### config.mk
export PLATFORM = sky130hd
export DESIGN_NAME = multicycle_ctrl
export DESIGN_NICKNAME = d
export VERILOG_FILES = /design/src/rtl/ctrl_pkg.sv /design/src/rtl/mem_wait_timer.sv /design/src/rtl/multicycle_ctrl.sv
export SDC_FILE = /design/constraint.sdc
export NUM_CORES = 1
export LEC_CHECK = 0
export BUFFER_PORTS_ARGS = -buffer_cell sky130_fd_sc_hd__buf_2
export CAP_MARGIN = 15
export CORE_UTILIZATION = 59
export CTS_CLUSTER_SIZE = 16
export DETAILED_ROUTE_END_ITERATION = 10
export PLACE_DENSITY = 0.87
export SLEW_MARGIN = 20
export SYNTH_ARGS = -nofsm -noshare
export SYNTH_HDL_FRONTEND = slang
export SYNTH_HIERARCHICAL = 1
export SYNTH_SLANG_ARGS = --single-unit
export TNS_END_PERCENT = 5
### constraint.sdc
create_clock -name clk -period 5.2 [get_ports clk]
set_clock_uncertainty 0.05 [all_clocks]
set_input_delay 0.52 -clock clk [delete_from_list [all_inputs] [get_ports clk]]
set_output_delay 0.52 -clock clk [all_outputs]
set_load 0.005 [all_outputs]
### src/rtl/ctrl_pkg.sv
// Shared encodings for the multicycle RV32I controller: state codes, opcodes,
// ALU and operand-select codes, and the per-state output decode.
`timescale 1ns/1ps
package ctrl_pkg;

  typedef enum logic [3:0] {
    ST_IDLE     = 4'd0,
    ST_FETCH    = 4'd1,
    ST_DECODE   = 4'd2,
    ST_EXEC_R   = 4'd3,
    ST_EXEC_I   = 4'd4,
    ST_MEM_ADDR = 4'd5,
    ST_MEM_RD   = 4'd6,
    ST_MEM_WR   = 4'd7,
    ST_WB_ALU   = 4'd8,
    ST_WB_MEM   = 4'd9,
    ST_BRANCH   = 4'd10,
    ST_HALT     = 4'd11
  } state_t;

  localparam logic [4:0] OP_R   = 5'b01100;
  localparam logic [4:0] OP_I   = 5'b00100;
  localparam logic [4:0] OP_LW  = 5'b00000;
  localparam logic [4:0] OP_SW  = 5'b01000;
  localparam logic [4:0] OP_BEQ = 5'b11000;

  localparam logic [1:0] ALU_ADD   = 2'b00;
  localparam logic [1:0] ALU_SUB   = 2'b01;
  localparam logic [1:0] ALU_FUNCT = 2'b10;

  localparam logic [1:0] SRC_A_PC    = 2'b00;
  localparam logic [1:0] SRC_A_RS1   = 2'b01;
  localparam logic [1:0] SRC_A_OLDPC = 2'b10;

  localparam logic [1:0] SRC_B_RS2  = 2'b00;
  localparam logic [1:0] SRC_B_FOUR = 2'b01;
  localparam logic [1:0] SRC_B_IMM  = 2'b10;

  // fetch and mem_wr mark states whose strobes are completed by mem_ready
  typedef struct packed {
    logic       fetch;
    logic       iord;
    logic       mem_rd;
    logic       mem_wr;
    logic       reg_we;
    logic       mem_to_reg;
    logic       pc_we_cond;
    logic       retire;
    logic [1:0] alu_src_a;
    logic [1:0] alu_src_b;
    logic [1:0] alu_op;
  } ctrl_out_t;

  function automatic ctrl_out_t state_outputs(input state_t s);
    ctrl_out_t o;
    o = '0;
    case (s)
      ST_FETCH: begin
        o.fetch     = 1'b1;
        o.mem_rd    = 1'b1;
        o.alu_src_a = SRC_A_PC;
        o.alu_src_b = SRC_B_FOUR;
      end
      ST_DECODE: begin
        o.alu_src_a = SRC_A_OLDPC;
        o.alu_src_b = SRC_B_IMM;
      end
      ST_EXEC_R: begin
        o.alu_src_a = SRC_A_RS1;
        o.alu_src_b = SRC_B_RS2;
        o.alu_op    = ALU_FUNCT;
      end
      ST_EXEC_I: begin
        o.alu_src_a = SRC_A_RS1;
        o.alu_src_b = SRC_B_IMM;
        o.alu_op    = ALU_FUNCT;
      end
      ST_MEM_ADDR: begin
        o.alu_src_a = SRC_A_RS1;
        o.alu_src_b = SRC_B_IMM;
        o.alu_op    = ALU_ADD;
      end
      ST_MEM_RD: begin
        o.mem_rd = 1'b1;
        o.iord   = 1'b1;
      end
      ST_MEM_WR: begin
        o.mem_wr = 1'b1;
        o.iord   = 1'b1;
      end
      ST_WB_ALU: begin
        o.reg_we = 1'b1;
        o.retire = 1'b1;
      end
      ST_WB_MEM: begin
        o.reg_we     = 1'b1;
        o.mem_to_reg = 1'b1;
        o.retire     = 1'b1;
      end
      ST_BRANCH: begin
        o.alu_src_a  = SRC_A_RS1;
        o.alu_src_b  = SRC_B_RS2;
        o.alu_op     = ALU_SUB;
        o.pc_we_cond = 1'b1;
        o.retire     = 1'b1;
      end
      default: o = '0;
    endcase
    return o;
  endfunction

  function automatic logic is_mem_state(input state_t s);
    return (s == ST_FETCH) || (s == ST_MEM_RD) || (s == ST_MEM_WR);
  endfunction

endpackage

### src/rtl/mem_wait_timer.sv
// Wait counter for memory handshakes: clears on state entry, counts stalled
// cycles, saturates, and flags the stall that exhausts the timeout budget.
`timescale 1ns/1ps
module mem_wait_timer #(
  parameter int MEM_TIMEOUT = 16,
  parameter int CNT_W       = 5
) (
  input  logic clk,
  input  logic rst,
  input  logic clr,
  input  logic en,
  output logic expire
);

  localparam logic [CNT_W-1:0] LAST = (MEM_TIMEOUT == 0) ? '0 : CNT_W'(MEM_TIMEOUT - 1);

  logic [CNT_W-1:0] cnt_q, cnt_d;

  always_comb begin
    cnt_d = cnt_q;
    if (clr)
      cnt_d = '0;
    else if (en && (cnt_q != '1))
      cnt_d = cnt_q + CNT_W'(1);
  end

  // a stall on the last budgeted cycle would bring the count to MEM_TIMEOUT
  assign expire = (MEM_TIMEOUT != 0) && en && (cnt_q == LAST);

  always_ff @(posedge clk or posedge rst) begin
    if (rst)
      cnt_q <= '0;
    else
      cnt_q <= cnt_d;
  end

endmodule

### src/rtl/multicycle_ctrl.sv
// Multicycle RV32I control FSM: sequences fetch/decode/execute/memory/writeback
// on the shared datapath and guards every memory wait with a timeout.
`timescale 1ns/1ps
module multicycle_ctrl
  import ctrl_pkg::*;
#(
  parameter int MEM_TIMEOUT = 16,
  parameter int CNT_W       = 5
) (
  input  logic       clk,
  input  logic       rst,
  input  logic       run,
  input  logic [4:0] opcode,
  input  logic       zero,
  input  logic       mem_ready,
  output logic       pc_we,
  output logic       pc_we_cond,
  output logic       ir_we,
  output logic       iord,
  output logic       mem_rd,
  output logic       mem_wr,
  output logic       reg_we,
  output logic       mem_to_reg,
  output logic [1:0] alu_src_a,
  output logic [1:0] alu_src_b,
  output logic [1:0] alu_op,
  output logic       instr_done,
  output logic       illegal,
  output logic       fault
);

  state_t    state_q, state_d;
  ctrl_out_t out_q, out_d;
  logic      illegal_q, illegal_d;
  logic      fault_q, fault_d;
  logic      wait_en, wait_clr, wait_expire;
  logic      zero_unused;

  // the datapath gates pc_we_cond with zero itself
  assign zero_unused = zero;

  assign wait_en  = is_mem_state(state_q) && !mem_ready;
  assign wait_clr = (state_d != state_q);

  mem_wait_timer #(
    .MEM_TIMEOUT (MEM_TIMEOUT),
    .CNT_W       (CNT_W)
  ) u_wait (
    .clk    (clk),
    .rst    (rst),
    .clr    (wait_clr),
    .en     (wait_en),
    .expire (wait_expire)
  );

  always_comb begin
    state_d   = state_q;
    illegal_d = illegal_q;
    fault_d   = fault_q;
    case (state_q)
      ST_IDLE:
        if (run) state_d = ST_FETCH;
      ST_FETCH:
        if (mem_ready) state_d = ST_DECODE;
        else if (wait_expire) begin
          state_d = ST_HALT;
          fault_d = 1'b1;
        end
      ST_DECODE:
        case (opcode)
          OP_R:         state_d = ST_EXEC_R;
          OP_I:         state_d = ST_EXEC_I;
          OP_LW, OP_SW: state_d = ST_MEM_ADDR;
          OP_BEQ:       state_d = ST_BRANCH;
          default: begin
            state_d   = ST_HALT;
            illegal_d = 1'b1;
          end
        endcase
      ST_EXEC_R, ST_EXEC_I:
        state_d = ST_WB_ALU;
      ST_MEM_ADDR:
        state_d = (opcode == OP_LW) ? ST_MEM_RD : ST_MEM_WR;
      ST_MEM_RD:
        if (mem_ready) state_d = ST_WB_MEM;
        else if (wait_expire) begin
          state_d = ST_HALT;
          fault_d = 1'b1;
        end
      ST_MEM_WR:
        if (mem_ready) state_d = run ? ST_FETCH : ST_IDLE;
        else if (wait_expire) begin
          state_d = ST_HALT;
          fault_d = 1'b1;
        end
      ST_WB_ALU, ST_WB_MEM, ST_BRANCH:
        state_d = run ? ST_FETCH : ST_IDLE;
      ST_HALT:
        state_d = ST_HALT;
      default:
        state_d = ST_IDLE;
    endcase
    out_d = state_outputs(state_d);
  end

  always_ff @(posedge clk or posedge rst) begin
    if (rst) begin
      state_q   <= ST_IDLE;
      out_q     <= '0;
      illegal_q <= 1'b0;
      fault_q   <= 1'b0;
    end else begin
      state_q   <= state_d;
      out_q     <= out_d;
      illegal_q <= illegal_d;
      fault_q   <= fault_d;
    end
  end

  // handshake strobes fire in the cycle memory completes, when data is valid
  assign ir_we      = out_q.fetch & mem_ready;
  assign pc_we      = out_q.fetch & mem_ready;
  assign instr_done = out_q.retire | (out_q.mem_wr & mem_ready);

  assign pc_we_cond = out_q.pc_we_cond;
  assign iord       = out_q.iord;
  assign mem_rd     = out_q.mem_rd;
  assign mem_wr     = out_q.mem_wr;
  assign reg_we     = out_q.reg_we;
  assign mem_to_reg = out_q.mem_to_reg;
  assign alu_src_a  = out_q.alu_src_a;
  assign alu_src_b  = out_q.alu_src_b;
  assign alu_op     = out_q.alu_op;
  assign illegal    = illegal_q;
  assign fault      = fault_q;

endmodule

==> results of run 1 <==
where the power goes:
group / internal, mW / switching [mW] / leakage [nW]
clock: 0.0428 / 0.0539 / 0.0210
sequential: 0.232 / 0.0567 / 0.320
combinational: 0.163 / 0.185 / 0.416
total: 0.438 / 0.295 / 0.757
path summary, 6_finish.rpt:
kind / depth (start not counted) / start / end / slack [ns]
max in group asynchronous: 2 / rst / alu_op[1] / 4.38
min in group clk: 1 / fault / fault / 0.44
max reg2reg: 10 / state_q[0] / u_wait/cnt_q[3] / 1.40
min: 2 / rst / u_wait/cnt_q[0] / 0.04
min reg2reg: 1 / fault / fault / 0.44
max: 10 / state_q[0] / u_wait/cnt_q[3] / 1.40
cells in the mapped netlist (3+ instances only):
cell / instances / area share [%]
a211oi_1: 4 / 2.0
a21oi_1: 6 / 2.0
and2_1: 6 / 2.5
buf_4: 8 / 4.0
clkbuf_1: 4 / 1.0
dfrtp_1: 24 / 40
ha_1: 3 / 2.5
inv_1: 7 / 1.8
nand2_1: 7 / 1.8
nor2_1: 11 / 2.8
nor2b_1: 4 / 1.7
nor3b_1: 3 / 1.5
metrics by stage:
step	utilization, %	power (mW)	setup WS, ns	area [um2]	instances
detailed placement	67.6	0.634	1.53	1550	187
finish	69.2	0.733	1.40	1590	191
floorplan	-	0.582	2.19	1490	149
global placement	67.6	0.614	1.64	1550	187
global route	69.2	0.785	1.23	1590	191
CTS	69.2	0.732	1.47	1590	191
logic make-up after synthesis:
| kind of cell | synth area share, % |
|---|---|
| buf+inv | 8.48 |
| xor+xnor | 1.76 |
| simple gates | 23.5 |
| fa+ha+maj | 2.52 |
| flops | 40.3 |
| compound gates | 22.0 |
| mux | 1.43 |
layout make-up:
class	count	area, um2	area share (%)
multi-input cells	102	763	48.0
flip-flops and latches	24	601	37.8
repair buffers	25	125	7.87
clock buffers	4	36.3	2.28
well taps	28	35.0	2.20
inverters	8	30.0	1.89
routing by layer:
layer / routed length, um / up-vias / GRT usage (%)
li1: - / 563 / -
met1: 1200 / 556 / 27.5
met2: 1540 / 50 / 42.7
met3: 165 / 2 / 5.22
met4: 14 / 0 / 6.14
met5: 0 / - / 0
==> flow_summary.toml, run 1 <==
[detailed_routing]
num_vias = 1171
dr.pass1.iters = 5
post-route-drc-count = 0
drt_iter0_drc = 37
routed_via_density = 6.13
wl_per_cell_um = 15.3
ant_nets = 0
routed_wl_um = 2920

[setup_path]
crit_type = "register to register"
slowest_delay_ns = 0.71
critPathTopFamily = "compound AO/OA/AOI/OAI gates"
worstPathRequired_ns = 5.36
cpMaxStageDelayCell = "dfrtp_1"
crit_path_cell_trace = "or3b_1 > a211oi_1 > and2_2 > nor2_1 > a2111oi_0 > a211o_1 > o31ai_1 > nand4b_1 > and2b_1 > mux2_1"
crit_fanout = 20
cp.arrival_ns = 3.96
critPathCaptureType = "register"
path_buf_inv = 0
start_kind = "register"

[final_layout]
largest_reg_flops = 5
drive_gt1_share_pct = 25.8
final_common_cell = "buf_2"
area_growth_pct = 6.72
layout_common_cells = "buf_2 (25), dfrtp_1 (24), nor2_1 (11)"
diodes = 0
largest-register = "u_wait/cnt_q"
final_nets = 177
fillers = 177
reg_top3 = "u_wait/cnt_q (5), state_q (4)"

[global_routing]
grt_max_degree = 21
grt_pass1_vias = 1046
grt_pass1_wl_um = 4620
gr-total-overflow = 0
grt_use_total_pct = 23.4
antenna_found_initial = 0

[synth]
synth_area_mm2 = 0.00149
synth_nets = 162
ys.flop_type = "dfrtp_1"
ys_seq_area_share_pct = 40.3
synthDistinctLibCells = 61
synth_edf_count = 0
synth_cells = 149
ys_async_sr_fraction_pct = 100
avgSynthCellArea_um2 = 10.0
synth-seq-cells = 24
ys_warn_count = 6

[pwr]
power_density_mw_per_mm2 = 461
p_leak_nw = 0.757
ir_drop_mv = 0.262

[outcome]
status = "completed"

[die]
chipWidth_um = 52.3
die_h_um = 52.3
rows = 17
die_area_mm2 = 0.00273
io_pins = 27
coreArea_mm2 = 0.00230
start_util_pct = 64.9

[cts]
ctsResizeCount = 0
path_clk_slew_ns = 0.13
cts_hold_buf = 0
cts_root_buffer = "clkbuf_4"
insertion_delay_ns = 0.31
clockBufferDepth = 2
cts_tree = "done"
htreeDepth = 1
cts.sinks = 24
cts_buffers = 3
post_cts_buffers = 0

[place]
io_buffers = 25
dp.final_hpwl_um = 2150
routabilityCongestion = 0.834

[timing]
period_share_pct = 73.1
tightest_slew_ns = 0.725
final-hold-violation-count = 0
finalCriticalPeriod_ns = 3.80
setup_viol = 0
slew_violations = 0
hold_slack_ns = 0.0406
rsz0062_at_grt = "no"
setup_tns_ns = 0
max_freq_mhz = 263
max_slew_margin_pct = 51.6

[run]
drv_cap = 0

[worst_hold_path]
min_path_type = "input pin to async pin"
Power figures use the tool's default switching activity.
==> inputs of run 2 (changes only) <==
--- a/config.mk
+++ b/config.mk
@@ -7,10 +7,10 @@
 export LEC_CHECK = 0
 export BUFFER_PORTS_ARGS = -buffer_cell sky130_fd_sc_hd__buf_2
 export CAP_MARGIN = 15
-export CORE_UTILIZATION = 59
+export CORE_UTILIZATION = 50
 export CTS_CLUSTER_SIZE = 16
 export DETAILED_ROUTE_END_ITERATION = 10
-export PLACE_DENSITY = 0.87
+export PLACE_DENSITY = 0.79
 export SLEW_MARGIN = 20
 export SYNTH_ARGS = -nofsm -noshare
 export SYNTH_HDL_FRONTEND = slang
==> constraint.sdc (replaced) <==
create_clock -name clk -period 3.3 [get_ports clk]
set_clock_uncertainty 0.05 [all_clocks]
set_input_delay 0.33 -clock clk [delete_from_list [all_inputs] [get_ports clk]]
set_output_delay 0.33 -clock clk [all_outputs]
set_load 0.005 [all_outputs]
==> flow_summary.toml, run 2 (synthesis gave the netlist of run 1 again) <==
[outcome]
status = "completed"

[timing]
hold_slack_ns = 0.320
slew_violations = 0
max_freq_mhz = 334
setup_viol = 0
setup_tns_ns = 0
max_slew_margin_pct = 53.4
period_share_pct = 90.8
fin_ws_ns = 0.304
tightest_slew_ns = 0.697
finalCriticalPeriod_ns = 3.00
rsz0062_at_grt = "no"
final-hold-violation-count = 0

[pwr]
internal_power_mw = 0.774
power_switching_mw = 0.459
p_leak_nw = 0.794
ir_drop_mv = 0.517
seq_power_share_pct = 33.1
power_density_mw_per_mm2 = 744
p_comb_share_pct = 50.0
power_mw = 1.23
swShare_pct = 37.3
clock_power_share_pct = 16.9

[final_layout]
largest-register = "u_wait/cnt_q"
largest_reg_flops = 5
diodes = 0
fillers = 226
layout_common_cells = "buf_2 (25), dfrtp_1 (24), nor2_1 (11)"
multi_input_area_um2 = 763
final_nets = 183
seq_area_um2 = 601
final_common_cell = "buf_2"
stdcell_area_mm2 = 0.00166
area_growth_pct = 11.3
drive_gt1_share_pct = 27.8
reg_top3 = "u_wait/cnt_q (5), state_q (4)"

[cts]
htreeDepth = 1
post_cts_buffers = 0
cts_buffers = 3
cts_tree = "done"
cts_root_buffer = "clkbuf_4"
clockBufferDepth = 2
ctsResizeCount = 0
cts_hold_buf = 1
insertion_delay_ns = 0.31
path_clk_slew_ns = 0.13
cts.sinks = 24

[setup_path]
regToRegStartpoint = "state_q[1]"
r2r_slack_ns = 0.30
worst-r2r-cell-count = 10
start_kind = "register"
crit_fanout = 6
critPathCaptureType = "register"
crit_type = "register to register"
cp.arrival_ns = 3.16
reg2reg_to = "u_wait/cnt_q[3]"
worstPathRequired_ns = 3.46

[die]
io_pins = 27
die_area_mm2 = 0.00320
rows = 19
chipWidth_um = 56.6
die_h_um = 56.6
coreArea_mm2 = 0.00278
start_util_pct = 53.6

[worst_hold_path]
min_to = "illegal"
holdPathStages = 3
min_path_type = "input pin to register"
hp-start = "opcode[1]"

[detailed_routing]
dr.pass1.iters = 4
wl_per_cell_um = 14.5
routed_via_density = 5.98
drt_iter0_drc = 33
num_vias = 1196
ant_nets = 0
post-route-drc-count = 0
routed_wl_um = 2910

[place]
dp.final_hpwl_um = 2120
io_buffers = 25
routabilityCongestion = 0.814
dp_slack_ns = 0.341
dpl-instance-area_mm2 = 0.00160

[global_routing]
grt_pass1_vias = 1113
gr-total-overflow = 0
antenna_found_initial = 0
grt_use_total_pct = 19.4
grt_pass1_wl_um = 4830
grt_max_degree = 20

[run]
drv_cap = 0
[run 2: cell count changes in the layout (fill, tap and decap cells not counted), sizes merged]
| cell | before | now |
|---|---|---|
| bufinv | 0 | 1 |
| buf | 25 | 30 |
| clkbuf | 4 | 3 |
| dlygate4sd3 | 0 | 1 |
[run 2: metal layers]
metal,up-vias,global-route usage (%),part of all wire [%]
li1,576,-,-
met1,573,23.4,42
met2,43,33.4,51
met3,4,4.15,5.1
met4,0,7.67,1.7
met5,-,0,0
[run 2: metrics by stage]
stage          cells  utilization (%)
2_1_floorplan    149                -
3_3_place_gp     195             57.4
3_5_place_dp     195             57.4
4_1_cts          200             59.6
5_1_grt          200             59.6
6_report         200             59.6
[run 2: area by class of cell]
type,count,area share [%]
multi-input cells,102,46.0
flip-flops and latches,24,36.2
repair buffers,31,10.4
well taps,31,2.34
clock inverters,1,1.81
inverters,8,1.81
clock buffers,3,1.36
[run 2: worst max path at each step]
stage                         start  cells past startpoint               to  slack [ns]
global route        u_wait/cnt_q[0]                     11  u_wait/cnt_q[3]        0.20
finish                   state_q[1]                     10  u_wait/cnt_q[3]        0.30
global placement         state_q[1]                     10  u_wait/cnt_q[3]        0.40
detailed placement  u_wait/cnt_q[0]                     11  u_wait/cnt_q[3]        0.34
floorplan                state_q[0]                     12  u_wait/cnt_q[3]        0.29
CTS                 u_wait/cnt_q[0]                     11  u_wait/cnt_q[3]        0.31
[run 2: worst max-delay path, cell delays in order, from the launching register on]
cell	delay, ns
dfrtp_1	0.40
or3b_1	0.41
a211oi_1	0.32
and2_2	0.24
nor2_1	0.07
a2111oi_0	0.41
a211o_1	0.18
o31ai_1	0.08
nand4b_1	0.24
and2b_1	0.21
mux2_1	0.29
[run 2: power by group through the flow]
stage               clock network [mW]  registers [mW]  logic (mW)
finish                           0.208           0.408       0.617
global route                     0.228           0.416       0.673
CTS                              0.215           0.408       0.617
detailed placement                   0           0.413       0.612
global placement                     0           0.411       0.592
floorplan                            0           0.408       0.510
==> inputs of run 3 (changes only) <==
--- a/config.mk
+++ b/config.mk
@@ -7,10 +7,11 @@
 export LEC_CHECK = 0
 export BUFFER_PORTS_ARGS = -buffer_cell sky130_fd_sc_hd__buf_2
 export CAP_MARGIN = 15
-export CORE_UTILIZATION = 50
+export CORE_UTILIZATION = 52
+export CTS_BUF_LIST = sky130_fd_sc_hd__clkbuf_8
 export CTS_CLUSTER_SIZE = 16
 export DETAILED_ROUTE_END_ITERATION = 10
-export PLACE_DENSITY = 0.79
+export PLACE_DENSITY = 0.81
 export SLEW_MARGIN = 20
 export SYNTH_ARGS = -nofsm -noshare
 export SYNTH_HDL_FRONTEND = slang
==> flow_summary.toml, run 3 (synthesis gave the netlist of run 1 again) <==
[outcome]
status = "completed"

[global_routing]
grt_use_total_pct = 20.0
antenna_found_initial = 0
grt_max_degree = 20
grt_pass1_vias = 1115
grt_pass1_wl_um = 4910
gr-total-overflow = 0

[die]
rows = 19
chipWidth_um = 55.5
die_area_mm2 = 0.00308
coreArea_mm2 = 0.00273
start_util_pct = 54.5
io_pins = 27
die_h_um = 55.5

[final_layout]
layout_common_cells = "buf_2 (25), dfrtp_1 (24), nor2_1 (11)"
drive_gt1_share_pct = 27.8
largest_reg_flops = 5
diodes = 0
final_nets = 183
final_common_cell = "buf_2"
area_growth_pct = 11.4
largest-register = "u_wait/cnt_q"
stdcell_area_mm2 = 0.00166
reg_top3 = "u_wait/cnt_q (5), state_q (4)"

[place]
routabilityCongestion = 0.797
dpl-instance-area_mm2 = 0.00160
dp.final_hpwl_um = 2120
io_buffers = 25

[timing]
setup_tns_ns = 0
final-hold-violation-count = 0
max_slew_margin_pct = 54.5
max_freq_mhz = 329
period_share_pct = 92.1
setup_viol = 0
rsz0062_at_grt = "no"
slew_violations = 0
finalCriticalPeriod_ns = 3.04
tightest_slew_ns = 0.682

[pwr]
power_density_mw_per_mm2 = 739
ir_drop_mv = 0.529
p_leak_nw = 0.795

[cts]
post_cts_buffers = 0
path_clk_slew_ns = 0.08
cts_root_buffer = "clkbuf_8"
insertion_delay_ns = 0.26
cts.sinks = 24
htreeDepth = 1
cts_tree = "done"
clockBufferDepth = 2
cts_buffers = 3

[setup_path]
crit_fanout = 6
critPathCaptureType = "register"
slowest_delay_ns = 0.43
cpMaxStageDelayCell = "a2111oi_0"
critPathTopFamily = "simple AND/OR/NAND/NOR gates"
crit_path_cell_trace = "or3b_1 > a211oi_1 > and2_2 > nor2_1 > a2111oi_0 > a211o_1 > o31ai_1 > nand4b_1 > and2b_1 > mux2_1"
crit_type = "register to register"
cp.arrival_ns = 3.14
path_buf_inv = 0
start_kind = "register"
worstPathRequired_ns = 3.40

[detailed_routing]
wl_per_cell_um = 14.8
num_vias = 1196
post-route-drc-count = 0
drt_iter0_drc = 40
routed_via_density = 5.98
ant_nets = 0
routed_wl_um = 2960
dr.pass1.iters = 4

[run]
drv_cap = 0

[worst_hold_path]
min_path_type = "input pin to register"
## run 3: cell count changes in the layout (fill, tap and decap cells not counted), sizes merged
cell	delta
bufinv	-1
clkbuf	+1
## run 3: report_power, final
part	switching (mW)	total (mW)	internal [mW]	leakage (nW)
Sequential	0.0423	0.410	0.367	0.320
Combinational	0.337	0.621	0.284	0.446
Clock	0.0892	0.196	0.106	0.0288
## run 3: final cells by class
type                    instances  area [um2]
multi-input cells             102         763
clock buffers                   4        55.1
inverters                       8        30.0
flip-flops and latches         24         601
repair buffers                 31         173
well taps                      31        38.8
fillers                       228        1070
## run 3: worst paths after layout
kind	from	end	slack, ns	cells after the start
worst max-delay path	state_q[1]	u_wait/cnt_q[3]	0.26	10
worst min-delay path	opcode[0]	illegal	0.37	3
worst max register to register	state_q[1]	u_wait/cnt_q[3]	0.26	10
worst min register to register	fault	fault	0.41	1
max in group asynchronous	rst	illegal	2.09	3
min in group asynchronous	rst	u_wait/cnt_q[1]	0.46	3
## run 3: worst reg2reg max path: cells and delay by family (launching register included)
| family | cells | cell delay [ns] |
|---|---|---|
| AO/OA/AOI/OAI | 4 | 1.03 |
| flip-flops | 1 | 0.38 |
| multiplexers | 1 | 0.28 |
| AND/OR/NAND/NOR | 5 | 1.18 |
## run 3: repair_timing
| action | CTS | global route |
|---|---|---|
| endpoints found under the hold margin | 5 | 0 |
| endpoints found under the setup margin | 0 | 0 |
| gates resized for setup | 0 | 0 |
| hold buffers | 1 | 0 |
## run 3: per-layer routing
layer / vias to the layer above / part of all wire (%) / track usage, %
met4: 0 / 0.88 / 8.57
met1: 580 / 43 / 24.5
met5: - / 0 / 0
met3: 4 / 3.5 / 2.81
met2: 36 / 52 / 35.1
li1: 576 / - / -
## run 3: through the flow
stage	util, %	hold WS [ns]	cells	worst slack, ns	power (mW)
final	60.7	0.368	200	0.260	1.23
after detailed placement	58.4	0.200	195	0.343	1.03
after global routing	60.7	0.401	200	0.0938	1.30
after global placement	58.4	0.192	195	0.404	1.00
after floorplan	-	0.0585	149	0.287	0.917
after CTS	60.7	0.362	200	0.300	1.23
